==> src/rtl/decode_issue.sv <==
// Decode/issue stage feeding the integer ALU: RV32I OP/OP-IMM decode,
// 32x32 register file with writeback bypass, destination scoreboard.
// Ports: clk, rst (async, active-high)
//   fetch side : in_valid, in_ready, in_instr
//   writeback  : wb_en, wb_rd, wb_data
//   ALU side   : out_valid, out_ready, out_op, out_op_imm, out_funct3,
//                out_funct7, out_a, out_b, out_rd
//   status     : illegal (one-cycle pulse after an unsupported instr)
module decode_issue #(
  parameter bit BYPASS = 1'b1
) (
  input  logic        clk,
  input  logic        rst,
  input  logic        in_valid,
  output logic        in_ready,
  input  logic [31:0] in_instr,
  input  logic        wb_en,
  input  logic [4:0]  wb_rd,
  input  logic [31:0] wb_data,
  output logic        out_valid,
  input  logic        out_ready,
  output logic        out_op,
  output logic        out_op_imm,
  output logic [2:0]  out_funct3,
  output logic [6:0]  out_funct7,
  output logic [31:0] out_a,
  output logic [31:0] out_b,
  output logic [4:0]  out_rd,
  output logic        illegal
);

  localparam logic [6:0] OPC_OP  = 7'b0110011;
  localparam logic [6:0] OPC_IMM = 7'b0010011;

  logic [31:0] regs [32];
  logic [31:0] pending;
  logic [31:0] pending_nxt;

  logic [4:0]  rs1;
  logic [4:0]  rs2;
  logic [4:0]  rd;
  logic [2:0]  f3;
  logic [6:0]  f7;
  logic        is_op;
  logic        is_imm;
  logic        legal;
  logic        shift;
  logic        busy1;
  logic        busy2;
  logic        waw;
  logic        stall;
  logic        accept;
  logic [31:0] v1;
  logic [31:0] v2;
  logic [31:0] b;

  assign rs1    = in_instr[19:15];
  assign rs2    = in_instr[24:20];
  assign rd     = in_instr[11:7];
  assign f3     = in_instr[14:12];
  assign f7     = in_instr[31:25];
  assign is_op  = in_instr[6:0] == OPC_OP;
  assign is_imm = in_instr[6:0] == OPC_IMM;
  assign shift  = (f3 == 3'b001) || (f3 == 3'b101);

  always_comb begin
    legal = 1'b0;
    unique case (1'b1)
      is_op: begin
        legal = (f7 == 7'h00) ||
                ((f7 == 7'h20) &&
                 ((f3 == 3'b000) || (f3 == 3'b101)));
      end
      is_imm: begin
        unique case (f3)
          3'b001:  legal = f7 == 7'h00;
          3'b101:  legal = (f7 == 7'h00) || (f7 == 7'h20);
          default: legal = 1'b1;
        endcase
      end
      default: legal = 1'b0;
    endcase
  end

  // Operand read with same-cycle writeback forwarding.
  assign v1 = (rs1 == 5'd0) ? 32'd0 :
              (wb_en && wb_rd == rs1) ? wb_data : regs[rs1];
  assign v2 = (rs2 == 5'd0) ? 32'd0 :
              (wb_en && wb_rd == rs2) ? wb_data : regs[rs2];

  always_comb begin
    b = 32'd0;
    if (is_op) begin
      b = shift ? {27'd0, v2[4:0]} : v2;
    end else begin
      b = shift ? {27'd0, rs2} : {{20{in_instr[31]}}, in_instr[31:20]};
    end
  end

  // A pending source is only free when it is being written this cycle
  // and forwarding is enabled; WAW never bypasses.
  assign busy1 = (rs1 != 5'd0) && pending[rs1] &&
                 !(BYPASS && wb_en && wb_rd == rs1);
  assign busy2 = (rs2 != 5'd0) && pending[rs2] &&
                 !(BYPASS && wb_en && wb_rd == rs2);
  assign waw   = (rd != 5'd0) && pending[rd];
  assign stall = legal && (busy1 || (is_op && busy2) || waw);

  assign in_ready = (!out_valid || out_ready) && !stall;
  assign accept   = in_valid && in_ready;

  // Issue-set is applied after writeback-clear so it wins on collision.
  always_comb begin
    pending_nxt = pending;
    if (wb_en) begin
      pending_nxt[wb_rd] = 1'b0;
    end
    if (accept && legal && rd != 5'd0) begin
      pending_nxt[rd] = 1'b1;
    end
  end

  always_ff @(posedge clk or posedge rst) begin
    if (rst) begin
      for (int i = 0; i < 32; i++) begin
        regs[i] <= 32'd0;
      end
    end else if (wb_en && wb_rd != 5'd0) begin
      regs[wb_rd] <= wb_data;
    end
  end

  always_ff @(posedge clk or posedge rst) begin
    if (rst) begin
      pending <= 32'd0;
    end else begin
      pending <= pending_nxt;
    end
  end

  always_ff @(posedge clk or posedge rst) begin
    if (rst) begin
      out_valid  <= 1'b0;
      out_op     <= 1'b0;
      out_op_imm <= 1'b0;
      out_funct3 <= 3'd0;
      out_funct7 <= 7'd0;
      out_a      <= 32'd0;
      out_b      <= 32'd0;
      out_rd     <= 5'd0;
      illegal    <= 1'b0;
    end else begin
      illegal <= accept && !legal;
      if (accept && legal) begin
        out_valid  <= 1'b1;
        out_op     <= is_op;
        out_op_imm <= is_imm;
        out_funct3 <= f3;
        out_funct7 <= f7;
        out_a      <= v1;
        out_b      <= b;
        out_rd     <= rd;
      end else if (out_ready) begin
        out_valid <= 1'b0;
      end
    end
  end

endmodule

==> config.mk <==
export PLATFORM = sky130hd
export DESIGN_NAME = decode_issue
export DESIGN_NICKNAME = d
export VERILOG_FILES = /design/src/rtl/decode_issue.sv
export SDC_FILE = /design/constraint.sdc
export NUM_CORES = 2
export LEC_CHECK = 0
export CAP_MARGIN = 30
export CORE_UTILIZATION = 30
export CTS_CLUSTER_SIZE = 28
export DETAILED_ROUTE_END_ITERATION = 6
export MAX_ROUTING_LAYER = met4
export PLACE_DENSITY_LB_ADDON = 0.1
export REMOVE_ABC_BUFFERS = 1
export SYNTH_ARGS = -nofsm -noshare
export SYNTH_HDL_FRONTEND = slang
export SYNTH_SLANG_ARGS = --single-unit
==> constraint.sdc <==
create_clock -name clk -period 48 [get_ports clk]
set_input_delay 9.6 -clock clk [delete_from_list [all_inputs] [get_ports clk]]
set_output_delay 9.6 -clock clk [all_outputs]
set_load 0.02 [all_outputs]
==> impl_results.md <==
- Worst-skew pair later-pin latency: 0.81 ns
- CTS Sinks: 1,139
- I/O pins: 158
- Max-Cap Viols: 0
- Number of synthesized flops with an enable pin: 0
- Setup TNS: 0 ns
- Worst-path clk slew: 0.05 ns
- Fin crit share: 0.4738
- First-pass GRT wire length: 325,300 um
- Synth unique cells: 64
- Maximum buffer depth of the clock tree: 3
- Relative slew slack: 0.2997
- Arrival @ worst endpoint: 13.14 ns
- P per Cell Area: 41.49 nW/um^2
- Share of Yosys cell area claimed by the top area cell type: 0.4698
- Status: completed
- Async SR Flop Fraction: 1.000
- R2r setup slk: 44.20 ns
- Finished Core Util: 0.3491
- Final instance area: 69,920 um^2
- Main synth FF type: dfrtp_1
- Final setup fails: 0
- Fmax: 43.97 MHz
- Final worst slack: 25.26 ns
- Final Non-Filler Cells: 6,796
- Setup Fix Bufs, Post-CTS: 0
- Placed insts: 6,537
- Die ar.: 204,000 um^2
- DRC errors left: 0
- Synthesized area: 60,660 um^2
- Critical Path End Type: output pin
- DR pass1 iterations: 5
- GP Congestion: 0.8197
- Yosys reg bits: 1,139
- Crit path launch type: input port
- CP Cell Sequence: buf_2 > buf_4 > xnor2_1 > nand3_1 > o311ai_1 > a31oi_1 > nor3_1 > nand2_1 > a21boi_0 > clkdlybuf4s50_1
- Final hold vios: 0
- Gate Count Post-Synth: 4,014
- Post-CTS sizing: 0
- Drt wl/cell: 33.42 um
- VDD IR-drop max: 0.03749 mV
- Clock Root Buffer: clkbuf_16
- Fin nets: 4,102
- CTS buffer count: 144
- Synth cell count leaders: dfrtp_1, mux2_2, mux4_2
- Starting density of the core: 0.3029
- Vias in the first global route: 40,209
- Area grow syn2layout: 15.25%
- Seq/Total Area, Yosys: 0.4698
- Worst hold margin: 0.3929 ns
- H-tree Lvls: 4
- Largest net degree at the start of global routing: 151
- Worst Path Required: 38.40 ns
- Initial antenna violation count: 10
- RSZ-0062 raised after global routing: false
- Worst slew pin tran: 1.048 ns
- Pins Over Slew Limit: 0
- Layout Skew: 0.02659 ns
- CTS tree: built
- CP Class: input port to output pin
- Fraction of layout instances using a drive strength above 1: 0.4969
- DRT Wirelength: 227,100 um
- Core area: 200,300 um^2
- Lkg Pwr: 29.44 nW
- DR vias: 37,967
- Ys Warns: 0
- Pwr Total: 2.901 mW
- Standard-cell row count: 164
- Fin crit period: 22.74 ns
- Top-count cell post-synth: dfrtp_1
- Area after DPL: 65,090 um^2
- IO buf count: 157
- DP HPWL: 134,000 um
- Remaining global-route overflow: 0
- Die Span Y: 451.7 um
- Final ANT Viol Nets: 0
- Fill cells: 19,347
- Syn avg cell area: 15.11 um^2
- CP max stage delay: 0.63 ns
- Slowest CP cell: o311ai_1
- Pre-CTS WS: 25.25 ns
- Leading area contributor after synthesis: dfrtp_1
- Routed vias/inst: 5.587
- Initial DRC Count: 2,916
- Total track usage: 0.2306
- Synth top area cells: dfrtp_1, mux4_2, mux2_2
- Die X: 451.7 um
- CP max FO: 19
- Worst hold path class: register to register
- Hold buffers post-CTS: 0
[power by group]
part / total, mW / leakage (nW) / switching (mW) / internal [mW]
Sequential: 1.25 / 14.6 / 0.122 / 1.13
Combinational: 0.543 / 12.5 / 0.216 / 0.327
Clock: 1.11 / 2.35 / 0.459 / 0.649
[final timing paths]
kind | end | from | cells after the start
worst max-delay path | in_ready | in_instr[18] | 10
worst min-delay path | regs[1000] | regs[1000] | 0
worst max register to register | out_a[12] | pending[22] | 8
worst min register to register | regs[1000] | regs[1000] | 0
max in group asynchronous | out_a[19] | rst | 6
min in group asynchronous | out_a[12] | rst | 2
[placed cells by master, fill, tap and decap left out, types with 10 or more instances in the layout]
master,n
a2111oi_1,10
a211oi_1,16
a21oi_1,27
a221o_1,14
a22o_1,19
a22oi_1,31
a32o_1,32
buf_4,142
clkbuf_1,32
clkbuf_16,144
clkbuf_8,35
clkdlybuf4s50_1,147
clkinv_2,18
dfrtp_1,1139
inv_1,47
mux2_1,15
mux2_2,1044
mux2i_1,123
mux4_2,566
nand2_1,82
nand2_4,15
nand2b_1,12
nand3_1,82
nand4_1,33
nor2_1,38
nor2_4,18
nor2b_1,42
nor3b_1,14
o21ai_0,28
[kinds of logic after synthesis]
logic type      after synthesis  share of synthesized area
simple gates                381                    0.03170
mux                        1755                     0.4298
buf+inv                     491                    0.03659
xor+xnor                     10                   0.001444
flops                      1139                     0.4698
compound gates              238                    0.03065
[registers in the layout (all words and copies together) (netlist names), 3 cells and up]
signal,flops
out_funct7,7
regs,1024
out_rd,5
pending,32
out_funct3,3
out_b,32
out_a,32
[final cells by class]
| cell class | instances | area (um^2) | area share |
|---|---|---|---|
| multi-input cells | 2384 | 30240 | 0.4326 |
| flip-flops and latches | 1139 | 28500 | 0.4077 |
| clock buffers | 211 | 4205 | 0.06015 |
| well taps | 2656 | 3323 | 0.04753 |
| repair buffers | 309 | 2848 | 0.04073 |
| clock inverters | 43 | 586.8 | 0.008393 |
| inverters | 50 | 197.7 | 0.002827 |
| diodes | 4 | 10.01 | 0.0001432 |
[metal layers]
metal / share of wire / GRT usage
met5: 0 / -
met4: 0.029 / 0.06706
met3: 0.039 / 0.03197
met2: 0.49 / 0.3740
met1: 0.44 / 0.3005
[worst max-delay path, delay by kind of cell]
kind	cells	cell delay (ns)
compound gates	3	0.97
xor+xnor	1	0.19
buf+inv	3	1.75
simple gates	3	0.61
No activity file was read; power rests on OpenSTA's default activity.
